## src/rtl/dcmac_segmenter.sv

```systemverilog
// dcmac_segmenter: splits one 512-bit AXI stream into four lockstep 128-bit
// segment streams for the 4-segment TX packetizer, with {ena,mty} per segment
// in tuser. Packets longer than MAX_PACKET_SIZE bytes are cut: the last
// allowed beat gets a forced tlast and the rest of the packet is discarded.
// This keeps the downstream packet FIFOs from overfilling and deadlocking.
//
// Ports
//   clk, reset            clock, asynchronous active-high reset
//   axis_in_*             512-bit input stream (tdata/tkeep/tlast/tvalid/tready)
//   axisN_out_*           segment N (N=0..3): tdata[127:0], tuser[4:0]={ena,mty},
//                         tlast, tvalid (shared), tready (all four must be high)
//   truncated             1-cycle pulse when an oversize packet is cut
//   pkt_count             packets emitted, wraps
//   trunc_count           packets truncated, saturates
//
// Build option DCMAC_SEGMENTER_STATS_EN: when defined, truncated/pkt_count/
// trunc_count are live; otherwise they are tied to 0 and the counters vanish.

// Per-segment byte accounting: ena = any byte valid, mty = empty bytes.
module dcmac_seg_lane (
  input  logic [15:0] keep,
  output logic [4:0]  user
);
  logic [4:0] n;
  always_comb begin
    n = '0;
    for (int i = 0; i < 16; i++) n = n + 5'(keep[i]);
  end
  // n==16 gives mty 0 via the 4-bit truncation of 16-n
  assign user = (|keep) ? {1'b1, 4'(5'd16 - n)} : 5'd0;
endmodule

module dcmac_segmenter #(
  parameter int MAX_PACKET_SIZE = 16384
) (
  input  logic         clk,
  input  logic         reset,
  input  logic [511:0] axis_in_tdata,
  input  logic [63:0]  axis_in_tkeep,
  input  logic         axis_in_tlast,
  input  logic         axis_in_tvalid,
  output logic         axis_in_tready,
  output logic [127:0] axis0_out_tdata,
  output logic [4:0]   axis0_out_tuser,
  output logic         axis0_out_tlast,
  output logic         axis0_out_tvalid,
  input  logic         axis0_out_tready,
  output logic [127:0] axis1_out_tdata,
  output logic [4:0]   axis1_out_tuser,
  output logic         axis1_out_tlast,
  output logic         axis1_out_tvalid,
  input  logic         axis1_out_tready,
  output logic [127:0] axis2_out_tdata,
  output logic [4:0]   axis2_out_tuser,
  output logic         axis2_out_tlast,
  output logic         axis2_out_tvalid,
  input  logic         axis2_out_tready,
  output logic [127:0] axis3_out_tdata,
  output logic [4:0]   axis3_out_tuser,
  output logic         axis3_out_tlast,
  output logic         axis3_out_tvalid,
  input  logic         axis3_out_tready,
  output logic         truncated,
  output logic [31:0]  pkt_count,
  output logic [31:0]  trunc_count
);
  localparam int NUM_LANES = 4;
  localparam int VEC_W     = 128;
  localparam int MAX_BEATS = MAX_PACKET_SIZE / 64;
  localparam int CNT_W     = (MAX_BEATS > 1) ? $clog2(MAX_BEATS) : 1;

  typedef enum logic [1:0] {IDLE, BODY, DROP} state_t;

  state_t                               state_q, state_d;
  logic [CNT_W-1:0]                     beat_cnt_q, beat_cnt_d;
  logic                                 out_valid, out_last, out_ready;
  logic [NUM_LANES-1:0][VEC_W-1:0]      out_data;
  logic [NUM_LANES-1:0][4:0]            out_user, lane_user;
  logic                                 in_fire, emit, force_last;

  assign out_ready = axis0_out_tready & axis1_out_tready &
                     axis2_out_tready & axis3_out_tready;
  // DROP never touches the output register, so it can sink beats even
  // while the forced-last beat is still waiting downstream.
  assign axis_in_tready = ~out_valid | out_ready | (state_q == DROP);
  assign in_fire = axis_in_tvalid & axis_in_tready;

  for (genvar s = 0; s < NUM_LANES; s++) begin : g_lane
    dcmac_seg_lane u_lane (
      .keep (axis_in_tkeep[16*s +: 16]),
      .user (lane_user[s])
    );
  end

  always_comb begin
    state_d    = state_q;
    beat_cnt_d = beat_cnt_q;
    emit       = 1'b0;
    force_last = 1'b0;
    if (in_fire) begin
      if (state_q == DROP) begin
        if (axis_in_tlast) state_d = IDLE;
      end else if (axis_in_tlast || (|axis_in_tkeep)) begin
        // empty non-last beats fall through: dropped, not counted
        emit       = 1'b1;
        force_last = (beat_cnt_q == CNT_W'(MAX_BEATS - 1)) & ~axis_in_tlast;
        if (axis_in_tlast || force_last) begin
          beat_cnt_d = '0;
          state_d    = force_last ? DROP : IDLE;
        end else begin
          beat_cnt_d = beat_cnt_q + CNT_W'(1);
          state_d    = BODY;
        end
      end
    end
  end

  always_ff @(posedge clk or posedge reset) begin
    if (reset) begin
      state_q    <= IDLE;
      beat_cnt_q <= '0;
      out_valid  <= 1'b0;
      out_last   <= 1'b0;
      out_data   <= '0;
      out_user   <= '0;
    end else begin
      state_q    <= state_d;
      beat_cnt_q <= beat_cnt_d;
      if (emit) begin
        out_valid <= 1'b1;
        out_last  <= axis_in_tlast | force_last;
        out_data  <= axis_in_tdata;
        out_user  <= lane_user;
      end else if (out_ready) begin
        out_valid <= 1'b0;
      end
    end
  end

  assign axis0_out_tdata  = out_data[0];
  assign axis1_out_tdata  = out_data[1];
  assign axis2_out_tdata  = out_data[2];
  assign axis3_out_tdata  = out_data[3];
  assign axis0_out_tuser  = out_user[0];
  assign axis1_out_tuser  = out_user[1];
  assign axis2_out_tuser  = out_user[2];
  assign axis3_out_tuser  = out_user[3];
  assign axis0_out_tlast  = out_last;
  assign axis1_out_tlast  = out_last;
  assign axis2_out_tlast  = out_last;
  assign axis3_out_tlast  = out_last;
  assign axis0_out_tvalid = out_valid;
  assign axis1_out_tvalid = out_valid;
  assign axis2_out_tvalid = out_valid;
  assign axis3_out_tvalid = out_valid;

`ifdef DCMAC_SEGMENTER_STATS_EN
  logic        trunc_q;
  logic [31:0] pkt_q, trunc_cnt_q;
  always_ff @(posedge clk or posedge reset) begin
    if (reset) begin
      trunc_q     <= 1'b0;
      pkt_q       <= '0;
      trunc_cnt_q <= '0;
    end else begin
      trunc_q <= emit & force_last;
      if (emit && (axis_in_tlast || force_last)) pkt_q <= pkt_q + 32'd1;
      if (emit && force_last && (trunc_cnt_q != '1)) trunc_cnt_q <= trunc_cnt_q + 32'd1;
    end
  end
  assign truncated   = trunc_q;
  assign pkt_count   = pkt_q;
  assign trunc_count = trunc_cnt_q;
`else
  assign truncated   = 1'b0;
  assign pkt_count   = '0;
  assign trunc_count = '0;
`endif

endmodule

```

## config.mk

```make
export PLATFORM = sky130hd
export DESIGN_NAME = dcmac_segmenter
export DESIGN_NICKNAME = d
export VERILOG_FILES = /design/src/rtl/dcmac_segmenter.sv
export SDC_FILE = /design/constraint.sdc
export NUM_CORES = 1
export LEC_CHECK = 0
export ABC_AREA = 1
export BUFFER_PORTS_ARGS = -buffer_cell sky130_fd_sc_hd__buf_2
export CAP_MARGIN = 20
export CORE_AREA = 2 2 469 471
export CTS_BUF_LIST = sky130_fd_sc_hd__clkbuf_16
export DETAILED_ROUTE_END_ITERATION = 12
export DIE_AREA = 0 0 471 473
export SLEW_MARGIN = 20
export SYNTH_ARGS = -nofsm -noshare
export SYNTH_HDL_FRONTEND = slang
export SYNTH_SLANG_ARGS = --single-unit
```

## constraint.sdc

```tcl
create_clock -name clk -period 22.2 [get_ports clk]
set_clock_uncertainty 0.1 [all_clocks]
set_input_delay 0 -clock clk [delete_from_list [all_inputs] [get_ports clk]]
set_output_delay 0 -clock clk [all_outputs]
set_load 0.01 [all_outputs]
```

Word-level counts from Yosys, hierarchy flattened. Cells that the tools add are included.

Reductions and logical operators: 11. Equality and inequality tests: 3. Add/subtract/negate cells: 65. Mux-type cells: 18. Bitwise gates (word level): 11.

Operator list (count): 4-bit by 1-bit adder with 4-bit output (56); 16-bit OR reduction (4); 64-bit OR reduction (1); 5-bit two-way mux (4); 1-bit by 4-bit subtractor with 4-bit output (first input constant) (4); 2-bit two-way mux (5); 1-bit by 1-bit adder with 2-bit output (4); 8-bit by 1-bit adder with 8-bit output (second input constant) (1); 8-bit equality test (second input constant) (1); 1-bit two-way mux (8); 8-bit two-way mux (1); 3-bit AND reduction (2); 1-bit bitwise AND (5); 2-bit nonzero test (2); 1-bit NOT (3); 1-bit OR (3); 2-bit equality test (second input constant) (1); 1-bit logical OR (2); 2-bit != test (second input constant) (1).

Output and inout port bits: 606. Bits in registers: 544. Logic and storage cells: 120.

Depth between registers and ports, before layout.
Depth after elaboration: 17. Depth in mapped cells: 20.

Modules after synthesis. From an unflattened synthesis, not the netlist that was laid out.

Cells, all modules: 2885. Area total of the unflattened synthesis: 24855.1 sq um.

By module, submodules not included: dcmac_segmenter (cells an instance 2529, times used 1, seq. area each 13613.1 sq um, area each 22265.1 sq um); dcmac_seg_lane (g_lane[0].u_lane ...) (cells an instance 90, times used 2, seq. area each 0.0 sq um, area each 651.9 sq um); dcmac_seg_lane (g_lane[2].u_lane) (cells an instance 91, times used 1, seq. area each 0.0 sq um, area each 663.1 sq um); dcmac_seg_lane (g_lane[3].u_lane) (cells an instance 85, times used 1, seq. area each 0.0 sq um, area each 623.1 sq um).

Worst setup path after synthesis. OpenSTA, ideal clock, no wires.

Path kind: input-to-reg. Start: input axis_in_tkeep[20]. End: register out_user (netlist bit axis1_out_tuser[3]). Setup time: 117 ps. Data required time: 21983 ps. Buffers on the path: 0. Slack: 18559 ps. Stages: 17. Arrival: 3424 ps. Cell sequence: inv_1 -> fa_1 -> ha_1 -> inv_1 -> fa_1 -> fa_1 -> fa_1 -> fa_1 -> inv_1 -> ha_1 -> xnor2_1 -> nand2b_1 -> nand2_1 -> nand2_1 -> inv_1 -> nand3_1 -> nand2_1.

Longest elaborated chain between the ends: 14. Elaborated cells between the ends (all ways): 20. Classes of those cells: add/sub: 13; mux: 4; reduce/logical: 3.

RTL lines: start: declaration (line 39) `input logic [63:0] axis_in_tkeep,`; 4-bit by 1-bit adder with 4-bit output (12 in series) (line 27) `for (int i = 0; i < 16; i++) n = n + 5'(keep[i]);`; 1-bit by 4-bit subtractor with 4-bit output (line 30) `assign user = (|keep) ? {1'b1, 4'(5'd16 - n)} : 5'd0;`; 5-bit two-way mux (line 30); end signal: assignment (line 133) `out_user <= lane_user;`; end: declaration (line 78) `logic [NUM_LANES-1:0][4:0] out_user, lane_user;`.

Parallel ways exist; a longest one is shown, timed or not. A chain may end at the register's enable or synchronous reset.

Worst setup path in the final report.
Start: input axis_in_tkeep[38]. End: register out_data (netlist bit axis2_out_tdata[32]).

Longest elaborated chain between the ends: 5.

RTL lines: 64-bit OR reduction (line 103) `end else if (axis_in_tlast || (|axis_in_tkeep)) begin`; 1-bit logical OR (line 103); 1-bit two-way mux (line 103); 1-bit two-way mux (line 101) `if (state_q == DROP) begin`; 1-bit two-way mux (line 100) `if (in_fire) begin`; end signal: assignment (line 132) `out_data <= axis_in_tdata;`; end: declaration (line 77) `logic [NUM_LANES-1:0][VEC_W-1:0] out_data;`.

No other way between the ends.

==> results.toml <==
[outcome]
status = "finished, final reports clean"

[synth]
yosys.cell_types.count = 24
synthTopCellsByArea = "dfrtp_1, nand2_1, nand3_1"
synth_cells = 2802
ys_async_sr_fraction_pct = 100
synth_enable_flop_cells = 0
syn_avg_cell_area_um2 = 8.80
synth.most_common_cell = "nand2_1"
yosysWarnings = 0
yosysTopAreaCell = "dfrtp_1"
synth_top_flop_cell = "dfrtp_1"
synthTopCellsByCount = "nand2_1, nand3_1, dfrtp_1"
synth-seq-area-share_pct = 55.2
synth_top_area_share_pct = 55.2
ys_ff_latch = 544
netlist_area_um2 = 24700

[timing]
period_share_pct = 27.7
rsz0062_at_grt = "no"
slew_headroom_pct = 28.9
setup_viol_count_final = 0
finalHoldViolCount = 0
setup_ws_ns = 16.06
fin_tns_setup_ns = 0
drv_slew = 0
max_freq_ghz = 0.163
min_period_ns = 6.14
worst_pin_slew_ns = 1.07

[cells_and_area]
syn_to_final_growth_pct = 82.0
regArea_um2 = 13600
nFillCells = 23700
post-route-util_pct = 20.6
fin_nets = 5468
multi_input_area_um2 = 9260
drive_gt1_share_pct = 26.5

[cts]
postCtsSetupBuffers = 0
cts_resized = 0
cts-root-buf = "clkbuf_16"
postCtsHoldBufs = 934
cts_tree = "yes"
htree_levels = 3
clock-sinks = 544
clk_pin_slew_worst_paths_ns = 0.06
cts_made_buffers = 74
clock_latency_ns = 0.69
clock_path_buffers = 3

[hold_path]
hold_class = "in2reg"
hold_depth = 4

[power_and_ir_drop]
p_per_area_nw_per_um2 = 114
power.leakage_uw = 0.0232
ir_drop_mv = 0.0659

[detailed_routing]
num_vias = 28400
drc_errors = 0
wl_per_cell_um = 19.6
drt_iter0_drc = 1722
ant_nets = 0
viasPerCell = 3.66
routed_wl_um = 152000
dr.pass1.iters = 8

[global_route]
grt_antenna_before_repair = 120
grt-ovfl-total = 0
grt_pass1_wl_um = 211000
grt_pass1_vias = 29000
grt_max_degree = 123
grt_use_total_pct = 13.1

[floorplanning]
fp.dieH_um = 473
ios = 1190
die_w_um = 471
design.core.area_um2 = 218000
rows = 172
dieArea_um2 = 223000
start_util_pct = 11.3

[run]
maxCapViolations = 0

[setup_path]
cp-end-kind = "flip-flop"
cpMaxStageDelayCell = "buf_4"
start_kind = "input port"
critical_path.max_fanout = 99
crit_arrival_ns = 6.66
cp_data_required_time_ns = 22.72
slowest_delay_ns = 0.88
path_cells = "dlygate4sd3_1 > buf_2 > nor2_1 > dlygate4sd3_1 > nand2_1 > dlygate4sd3_1 > nor2_1 > dlygate4sd3_1 > nand2_1 > nor2_1 > nand3_4 > nand2_4 > buf_4 > buf_4 > buf_4 > nand2_1 > nand2_1"
r2r_cells = 10
critical_path_class = "in2reg"

[place]
gp_congestion = 0.942
dp_hpwl_um = 113000
post-place-ws_ns = 17.44
io_buffers = 1124
placed cells by master (no fill, tap or decap), types with 7 or more instances in the layout:
cell type and n:
nand2_1 1127, buf_2 1124, dlygate4sd3_1 934, nand3_1 551, dfrtp_1 544, inv_1 142
clkbuf_16 74, ha_1 69, conb_1 65, diode_2 48, nor2_1 46, fa_1 36
buf_4 26, clkinv_2 13, inv_2 9, xnor2_1 9, bufinv_16 9, clkinv_1 8
xor2_1 7
routing by layer:
layer	vias up	global-route usage, %	routed length [um]
li1	12700	-	-
met1	13500	14.9	57500
met2	1720	20.2	66500
met3	434	4.74	16300
met4	46	9.71	11600
met5	-	0	295
path summary, 6_finish.rpt:
kind | from | endpoint | slack [ns]
max | axis_in_tkeep[38] | axis2_out_tdata[32] | 16.06
min | axis_in_tdata[250] | axis1_out_tdata[122] | 0.07
max reg2reg | state_q[0] | axis2_out_tdata[32] | 17.84
min reg2reg | axis3_out_tdata[12] | axis3_out_tdata[12] | 0.36
max in group asynchronous | reset | axis2_out_tuser[4] | 18.57
min in group asynchronous | reset | axis2_out_tdata[74] | 0.46
cell type report:
| type | instances | area share [%] |
|---|---|---|
| Antenna cell | 48 | 0.268 |
| Clock buffer | 74 | 4.13 |
| Clock inverter | 59 | 1.48 |
| Inverter | 144 | 1.24 |
| Multi-Input combinational cell | 1928 | 20.6 |
| Sequential cell | 544 | 30.3 |
| Tap cell | 2871 | 8.01 |
| Timing Repair Buffer | 2087 | 33.9 |
kinds of logic after synthesis:
group / after synthesis / synth area share [%]
adders and majority gates: 105 / 6.42
AOI/OAI and AO/OA: 5 / 0.142
buffers and inverters: 394 / 8.27
and+or+nand+nor: 1737 / 29.4
other: 1 / 0.0152
xor gates and xnor gates: 16 / 0.568
DFF: 544 / 55.2
power by group:
group	internal (uW)	switching, uW
registers	1470	292
logic	767	1320
clock network	724	534
through the flow:
stage	hold slack, ns	power (uW)	cells	instance area, um2
6_report	0.0706	5110	7755	44900
5_1_grt	0.0559	5450	7732	44800
4_1_cts	0.00217	5140	7707	44700
3_5_place_dp	0.0368	3700	6640	32900
3_3_place_gp	0.0338	3660	6640	32900
2_1_floorplan	0.0446	2640	2866	24900
worst max-delay path: cells and delay by family:
family / cells / cell delay (ns)
and+or+nand+nor: 9 / 1.76
buffers and inverters: 8 / 4.60
registers in the layout, summed over array words and instances, names as in the netlist:
| register | count |
|---|---|
| axis0_out_tdata | 128 |
| axis1_out_tdata | 128 |
| axis2_out_tdata | 128 |
| axis3_out_tdata | 128 |
| beat_cnt_q | 8 |
| axis0_out_tuser | 5 |
| axis1_out_tuser | 5 |
| axis2_out_tuser | 5 |
| axis3_out_tuser | 5 |
| state_q | 2 |
| axis0_out_tlast | 1 |
| axis0_out_tvalid | 1 |
Note: power is estimated with default switching activity, not from simulation.
